## src/rtl/ahb_wb_pkg.sv

```systemverilog
// Shared AHB/Wishbone bridge types, size codes and byte-lane helper.
package ahb_wb_pkg;

    typedef enum logic [1:0] {
        HTRANS_IDLE   = 2'b00,
        HTRANS_BUSY   = 2'b01,
        HTRANS_NONSEQ = 2'b10,
        HTRANS_SEQ    = 2'b11
    } htrans_t;

    localparam logic [2:0] HSIZE_BYTE  = 3'd0;
    localparam logic [2:0] HSIZE_HALF  = 3'd1;
    localparam logic [2:0] HSIZE_WORD  = 3'd2;
    localparam logic [2:0] HSIZE_DWORD = 3'd3;

    typedef enum logic [1:0] {
        ST_IDLE = 2'd0,
        ST_DATA = 2'd1,
        ST_ERR1 = 2'd2,
        ST_ERR2 = 2'd3
    } state_t;

    // Contiguous run of 2^hsize ones starting at the lane offset, clipped to nbytes lanes.
    function automatic logic [7:0] sel_from_size(input logic [2:0] hsize,
                                                 input logic [2:0] addr_lsbs,
                                                 input int unsigned nbytes);
        logic [15:0] run;
        logic [15:0] lanes;
        run   = (16'd1 << (4'd1 << hsize)) - 16'd1;
        lanes = (run << addr_lsbs) & ((16'd1 << nbytes) - 16'd1);
        return lanes[7:0];
    endfunction

endpackage

```

## src/rtl/ahb_wb_lane_decode.sv

```systemverilog
// Combinational legality check and Wishbone byte-select generation for 32/64-bit buses.
module ahb_wb_lane_decode
    import ahb_wb_pkg::*;
#(
    parameter int unsigned DATA_WIDTH = 32
) (
    input  logic [2:0]                        hsize,
    input  logic [$clog2(DATA_WIDTH/8)-1:0]   addr_lsbs,
    output logic                              legal_c,
    output logic [DATA_WIDTH/8-1:0]           sel_c
);

    localparam int unsigned NBYTES   = DATA_WIDTH / 8;
    localparam logic [2:0]  MAX_SIZE = (DATA_WIDTH == 64) ? HSIZE_DWORD : HSIZE_WORD;

    logic [7:0] align_mask;

    always_comb begin
        align_mask = 8'((9'd1 << hsize) - 9'd1);
        legal_c    = (hsize <= MAX_SIZE) && ((8'(addr_lsbs) & align_mask) == 8'd0);
        sel_c      = '0;
        if (legal_c) begin
            sel_c = NBYTES'(sel_from_size(hsize, 3'(addr_lsbs), NBYTES));
        end
    end

endmodule

```

## src/rtl/ahb_wb_bridge_v2.sv

```systemverilog
// AHB-Lite slave to Wishbone classic master bridge, one transfer per Wishbone cycle.
// Optional data-phase timeout enabled by defining AHB_WB_TIMEOUT_EN.
module ahb_wb_bridge_v2
    import ahb_wb_pkg::*;
#(
    parameter int unsigned ADDR_WIDTH     = 32,
    parameter int unsigned DATA_WIDTH     = 32,
    parameter int unsigned TIMEOUT_CYCLES = 255
) (
    input  logic                      clk,
    input  logic                      rst,
    input  logic [ADDR_WIDTH-1:0]     haddr,
    input  logic [1:0]                htrans,
    input  logic                      hwrite,
    input  logic [2:0]                hsize,
    input  logic [DATA_WIDTH-1:0]     hwdata,
    input  logic                      hready,
    output logic                      hready_out,
    output logic                      hresp,
    output logic [DATA_WIDTH-1:0]     hrdata,
    output logic                      wb_cyc,
    output logic                      wb_stb,
    output logic                      wb_we,
    output logic [ADDR_WIDTH-1:0]     wb_adr,
    output logic [DATA_WIDTH/8-1:0]   wb_sel,
    output logic [DATA_WIDTH-1:0]     wb_dat_w,
    input  logic [DATA_WIDTH-1:0]     wb_dat_r,
    input  logic                      wb_ack,
    input  logic                      wb_err
);

    localparam int unsigned NBYTES = DATA_WIDTH / 8;
    localparam int unsigned OFF_W  = $clog2(NBYTES);
    localparam logic [ADDR_WIDTH-1:0] LANE_MASK = ADDR_WIDTH'(NBYTES - 1);

    if ((DATA_WIDTH != 32 && DATA_WIDTH != 64) || TIMEOUT_CYCLES == 0 || TIMEOUT_CYCLES > 65535)
    begin : g_bad_param
        $error("ahb_wb_bridge_v2: unsupported DATA_WIDTH or TIMEOUT_CYCLES");
    end

    state_t                  state_q, state_d;
    logic                    wb_cyc_q, wb_cyc_d;
    logic                    wb_we_q, wb_we_d;
    logic [ADDR_WIDTH-1:0]   wb_adr_q, wb_adr_d;
    logic [NBYTES-1:0]       wb_sel_q, wb_sel_d;

    htrans_t                 trans_c;
    logic                    accept_c;
    logic                    open_c;
    logic                    done_c;
    logic                    legal_c;
    logic [NBYTES-1:0]       sel_c;
    logic                    tmo_hit_c;

    ahb_wb_lane_decode #(.DATA_WIDTH(DATA_WIDTH)) u_lane_decode (
        .hsize     (hsize),
        .addr_lsbs (haddr[OFF_W-1:0]),
        .legal_c   (legal_c),
        .sel_c     (sel_c)
    );

    assign trans_c  = htrans_t'(htrans);
    assign accept_c = hready && (trans_c == HTRANS_NONSEQ || trans_c == HTRANS_SEQ);
    assign done_c   = wb_ack && !wb_err;

    assign wb_cyc   = wb_cyc_q;
    assign wb_stb   = wb_cyc_q;
    assign wb_we    = wb_we_q;
    assign wb_adr   = wb_adr_q;
    assign wb_sel   = wb_sel_q;
    assign wb_dat_w = hwdata;

    // open_c marks cycles in which a new address phase may be taken.
    always_comb begin
        state_d    = state_q;
        wb_cyc_d   = wb_cyc_q;
        wb_we_d    = wb_we_q;
        wb_adr_d   = wb_adr_q;
        wb_sel_d   = wb_sel_q;
        hready_out = 1'b1;
        hresp      = 1'b0;
        hrdata     = '0;
        open_c     = 1'b0;

        unique case (state_q)
            ST_IDLE: open_c = 1'b1;
            ST_DATA: begin
                hready_out = done_c;
                if (done_c) begin
                    hrdata = wb_dat_r;
                end
                if (wb_err) begin
                    state_d  = ST_ERR1;
                    wb_cyc_d = 1'b0;
                end else if (wb_ack) begin
                    state_d  = ST_IDLE;
                    wb_cyc_d = 1'b0;
                    open_c   = 1'b1;
                end else if (tmo_hit_c) begin
                    state_d  = ST_ERR1;
                    wb_cyc_d = 1'b0;
                end
            end
            ST_ERR1: begin
                hresp      = 1'b1;
                hready_out = 1'b0;
                state_d    = ST_ERR2;
            end
            ST_ERR2: begin
                hresp   = 1'b1;
                open_c  = 1'b1;
                state_d = ST_IDLE;
            end
            default: state_d = ST_IDLE;
        endcase

        if (open_c && accept_c) begin
            if (legal_c) begin
                state_d  = ST_DATA;
                wb_cyc_d = 1'b1;
                wb_we_d  = hwrite;
                wb_adr_d = haddr & ~LANE_MASK;
                wb_sel_d = sel_c;
            end else begin
                state_d  = ST_ERR1;
            end
        end
    end

    always_ff @(posedge clk) begin
        if (rst) begin
            state_q  <= ST_IDLE;
            wb_cyc_q <= 1'b0;
            wb_we_q  <= 1'b0;
            wb_adr_q <= '0;
            wb_sel_q <= '0;
        end else begin
            state_q  <= state_d;
            wb_cyc_q <= wb_cyc_d;
            wb_we_q  <= wb_we_d;
            wb_adr_q <= wb_adr_d;
            wb_sel_q <= wb_sel_d;
        end
    end

`ifdef AHB_WB_TIMEOUT_EN
    localparam int unsigned TMO_RAW = $clog2(TIMEOUT_CYCLES + 1);
    localparam int unsigned TMO_W   = (TMO_RAW < 8) ? 8 : ((TMO_RAW > 16) ? 16 : TMO_RAW);

    logic [TMO_W-1:0] tmo_cnt_q, tmo_cnt_d;

    // Counts DATA cycles without a slave response; restarts on every new transfer.
    always_comb begin
        tmo_cnt_d = tmo_cnt_q;
        if (state_d == ST_DATA && (state_q != ST_DATA || done_c)) begin
            tmo_cnt_d = '0;
        end else if (state_q == ST_DATA && !wb_ack && !wb_err) begin
            tmo_cnt_d = tmo_cnt_q + TMO_W'(1);
        end
    end

    always_ff @(posedge clk) begin
        if (rst) begin
            tmo_cnt_q <= '0;
        end else begin
            tmo_cnt_q <= tmo_cnt_d;
        end
    end

    assign tmo_hit_c = (state_q == ST_DATA) && (tmo_cnt_q == TMO_W'(TIMEOUT_CYCLES - 1));
`else
    assign tmo_hit_c = 1'b0;
`endif

endmodule

```

## config.mk

```make
export PLATFORM = sky130hd
export DESIGN_NAME = ahb_wb_bridge_v2
export DESIGN_NICKNAME = d
export VERILOG_FILES = /design/src/rtl/ahb_wb_pkg.sv /design/src/rtl/ahb_wb_lane_decode.sv /design/src/rtl/ahb_wb_bridge_v2.sv
export SDC_FILE = /design/constraint.sdc
export NUM_CORES = 1
export LEC_CHECK = 0
export BUFFER_PORTS_ARGS = -buffer_cell sky130_fd_sc_hd__buf_2
export CAP_MARGIN = 20
export CELL_PAD_IN_SITES_DETAIL_PLACEMENT = 1
export CELL_PAD_IN_SITES_GLOBAL_PLACEMENT = 1
export CORE_ASPECT_RATIO = 1.1
export CORE_MARGIN = 2
export CORE_UTILIZATION = 25
export CTS_BUF_LIST = sky130_fd_sc_hd__clkbuf_4
export DETAILED_ROUTE_END_ITERATION = 6
export GPL_ROUTABILITY_DRIVEN = 0
export GPL_TIMING_DRIVEN = 0
export MAX_ROUTING_LAYER = met4
export PLACE_DENSITY = 0.95
export SLEW_MARGIN = 30
export SYNTH_ARGS = -nofsm -noshare
export SYNTH_HDL_FRONTEND = slang
export SYNTH_SLANG_ARGS = --single-unit
```

## constraint.sdc

```tcl
create_clock -name clk -period 3.2 [get_ports clk]
set_input_delay 0.32 -clock clk [delete_from_list [all_inputs] [get_ports clk]]
set_output_delay 0.32 -clock clk [all_outputs]
set_load 0.01 [all_outputs]
```

==> key figures <==
Worst setup path
  • Reg-to-reg endpoint: wb_adr[16]$_SDFFE_PP0P_
  • CP cell instances: inv_1 -> ha_1 -> and3b_1 -> buf_6 -> clkbuf_1 -> and2_1 -> buf_2
  • Slowest stage delay, CP: 0.39 ns
  • Startpoint Class: flop
  • Slowest cell on the critical path: dfxtp_1
  • Reg2Reg Setup Slack: 1.10 ns
  • Critical path class: reg2out
  • Reg-to-Reg Start: state_q[1]$_SDFFE_PP0P_
  • Worst setup EP type: output port
  • Crit Path Max Fanout: 10
  • Data required, critical path: 2.88 ns
  • CP arrival: 1.85 ns
  • R2R depth: 9

Floorplan
  • Die width: 91.7 um
  • # IOs: 212
  • Core Box Area: 0.00832 mm^2
  • Chip Height: 101 um
  • Std cell rows: 35
  • Starting density of the core: 25.4%
  • Die Area: 0.00922 mm^2

Detailed routing
  • Vias/cell: 4.51
  • First DRT Iteration DRCs: 35
  • DRT Wirelength: 7.77 mm
  • Post-route ant nets: 0
  • Pre-antenna DRT Iters: 4
  • Total number of vias: 2,540
  • # DRC: 0
  • Average wire per standard cell: 13.8 um

Synth
  • Avg Cell Area, Syn: 7.90 um^2
  • Cell Area, Synth: 0.00212 mm^2
  • Synth Warn #: 0
  • Post-synthesis sequential area ratio: 35.9%
  • Synth area leaders: dfxtp_1 36%, buf_4 12%, and2_1 9.5%, a21oi_1 9.2%, o21ai_0 8.3%
  • Ys async rst share: 0%
  • Synth Register Bits: 38
  • Post-synthesis instance total: 268
  • Synth top area share: 35.9%
  • Post-synth top flop: dfxtp_1
  • Top post-synthesis cells by count: 39 x a21oi_1, 38 x dfxtp_1, 35 x buf_4, 35 x o21ai_0, 32 x and2_1
  • Area leader, netlist: dfxtp_1
  • Number of flops mapped to enable cells by yosys: 0
  • Top-count cell post-synth: a21oi_1
  • Synth unique cells: 32

Clocking
  • Post_cts resized: 0
  • Clock sink count: 38
  • Setup bufs post-CTS: 0
  • CTS Buf Count: 5
  • Clk_lat worst skew: 0.34 ns
  • Clk buf depth: 2
  • Clock slew at reported path FFs: 0.13 ns
  • Hold_buf cts: 0
  • CTS root buffer: clkbuf_4
  • H-tree depth: 2
  • CTS tree: yes

Hold path
  • HP Class: in2reg
  • Hold EP: wb_adr[21]$_SDFFE_PP0P_
  • Hold Startpoint: haddr[21]
  • Min-Delay Path Depth: 3

Timing
  • Minimum clock period: 2.17 ns
  • Final Cycle Share: 67.7%
  • Layout Skew: 0.0174 ns
  • Count of final hold-check violations: 0
  • Max Clk Rate: 462 MHz
  • Headroom to the max-slew limit: 55.3%
  • Final Slew Violations: 0
  • RSZ-0062 raised after global routing: no
  • WHS: 0.212 ns
  • Worst-Margin Slew: 0.667 ns
  • Final worst slack: 1.03 ns
  • Setup TNS: 0 ns
  • Final setup fails: 0

Global route
  • Vias in the first global route: 2,543
  • Grt total ovfl: 0
  • First-pass GRT wire length: 11.9 mm
  • GR Util All Layers: 16.3%
  • Initial antenna violation count: 0
  • Pin count of the biggest net entering global routing: 13

Final layout
  • Area grow syn2layout: 50.7%
  • Area of the multi-input gates: 976 um^2
  • FF/Latch Area: 761 um^2
  • Final non-filler cell area: 0.00319 mm^2
  • Share of layout cells above drive strength 1: 50.7%
  • Fill count: 1,088
  • N_diodes: 0
  • Final nets: 561

Power and ir drop
  • Power Internal: 0.764 mW
  • Clock power share: 21.3%
  • Flop pwr share: 44.0%
  • Combinational power share: 34.8%
  • Peak supply drop: 225 uV
  • PwrDens: 365 mW/mm^2
  • Psw: 0.399 mW
  • Design Power: 1.16 mW
  • Sw frac: 34.3%
  • Leak: 1.65 nW

Placement
  • Detailed Place HPWL: 6.39 mm
  • Worst slack at placement: 1.06 ns
  • Number of port buffers: 175
  • DP Area: 0.00314 mm^2

Job
  • Max Cap Violations: 0

Outcome
  • Outcome: finished, final reports clean
-- power by group through the flow --
stage / sequential [mW] / combinational, mW / clock, mW
final: 0.511 / 0.404 / 0.247
after floorplan: 0.527 / 0.235 / 0
after detailed placement: 0.522 / 0.408 / 0
after CTS: 0.512 / 0.410 / 0.259
after global routing: 0.514 / 0.450 / 0.280
after global placement: 0.520 / 0.393 / 0
-- cells in the final DEF, fill, tap and decap left out, types with 2 or more instances in the layout --
cell type / netlist / layout
a21oi_1: 39 / 39
and2_1: 32 / 32
buf_2: 3 / 178
buf_4: 35 / 35
buf_6: 2 / 2
clkbuf_1: 16 / 16
clkbuf_4: 0 / 5
conb_1: 1 / 2
dfxtp_1: 38 / 38
ha_1: 3 / 3
inv_1: 5 / 5
nand2_1: 3 / 3
nand3_1: 31 / 31
nand3b_1: 2 / 2
nor2_1: 4 / 4
o21ai_0: 35 / 35
o21ai_1: 2 / 2
or3_1: 2 / 2
-- stage by stage --
| step | std cells | utilization [%] |
|---|---|---|
| CTS | 563 | 38.3 |
| floorplan | 269 | - |
| global route | 563 | 38.3 |
| global placement | 555 | 37.7 |
| finish | 563 | 38.3 |
| detailed placement | 555 | 37.7 |
-- sequential cells by signal, summed over array words and instances (netlist names) --
register / flops
wb_adr: 30
wb_sel: 4
state_q: 2
wb_cyc: 1
wb_we: 1
-- how the worst max path moves through the flow --
stage	startpoint	endpoint	slack [ns]	cells past startpoint
5_1_grt	state_q[1]$_SDFFE_PP0P_	hrdata[3]	0.85	7
3_5_place_dp	state_q[1]$_SDFFE_PP0P_	wb_adr[16]$_SDFFE_PP0P_	1.06	9
2_1_floorplan	state_q[0]$_SDFFE_PP0P_	wb_sel[3]$_SDFFE_PP0P_	1.37	7
6_report	state_q[1]$_SDFFE_PP0P_	hrdata[23]	1.03	7
3_3_place_gp	state_q[0]$_SDFFE_PP0P_	wb_adr[28]$_SDFFE_PP0P_	1.13	8
4_1_cts	state_q[1]$_SDFFE_PP0P_	hrdata[23]	0.98	7
-- per-layer routing --
metal / vias to the layer above / share of wire, % / track usage (%)
met3: 9 / 10 / 5.09
met5: - / 0 / -
met4: 0 / 1.1 / 3.67
li1: 1245 / - / -
met1: 1153 / 39 / 17.5
met2: 133 / 50 / 29.4
-- layout make-up --
type / instances / share of cell area, %
Clock buffer: 5 / 1.18
Tap cell: 111 / 4.35
Buffer: 57 / 11.5
Sequential cell: 38 / 23.9
Clock inverter: 3 / 0.510
Timing Repair Buffer: 175 / 27.5
Inverter: 5 / 0.588
Multi-Input combinational cell: 169 / 30.6
-- critical path, delay by kind of cell, from the launching register on --
family        cells  cell delay, ns
fa+ha+maj         1            0.22
buf+inv           4            0.49
simple gates      2            0.40
flops             1            0.39
-- cells by family after synthesis --
group	count (synthesis)	synth area share, %
flip-flops	38	35.9
AO/OA/AOI/OAI	86	23.0
AND/OR/NAND/NOR	78	21.0
other	1	0.177
buffers and inverters	62	18.1
adder cells (fa/ha/maj)	3	1.77
Power figures use the tool's default switching activity.
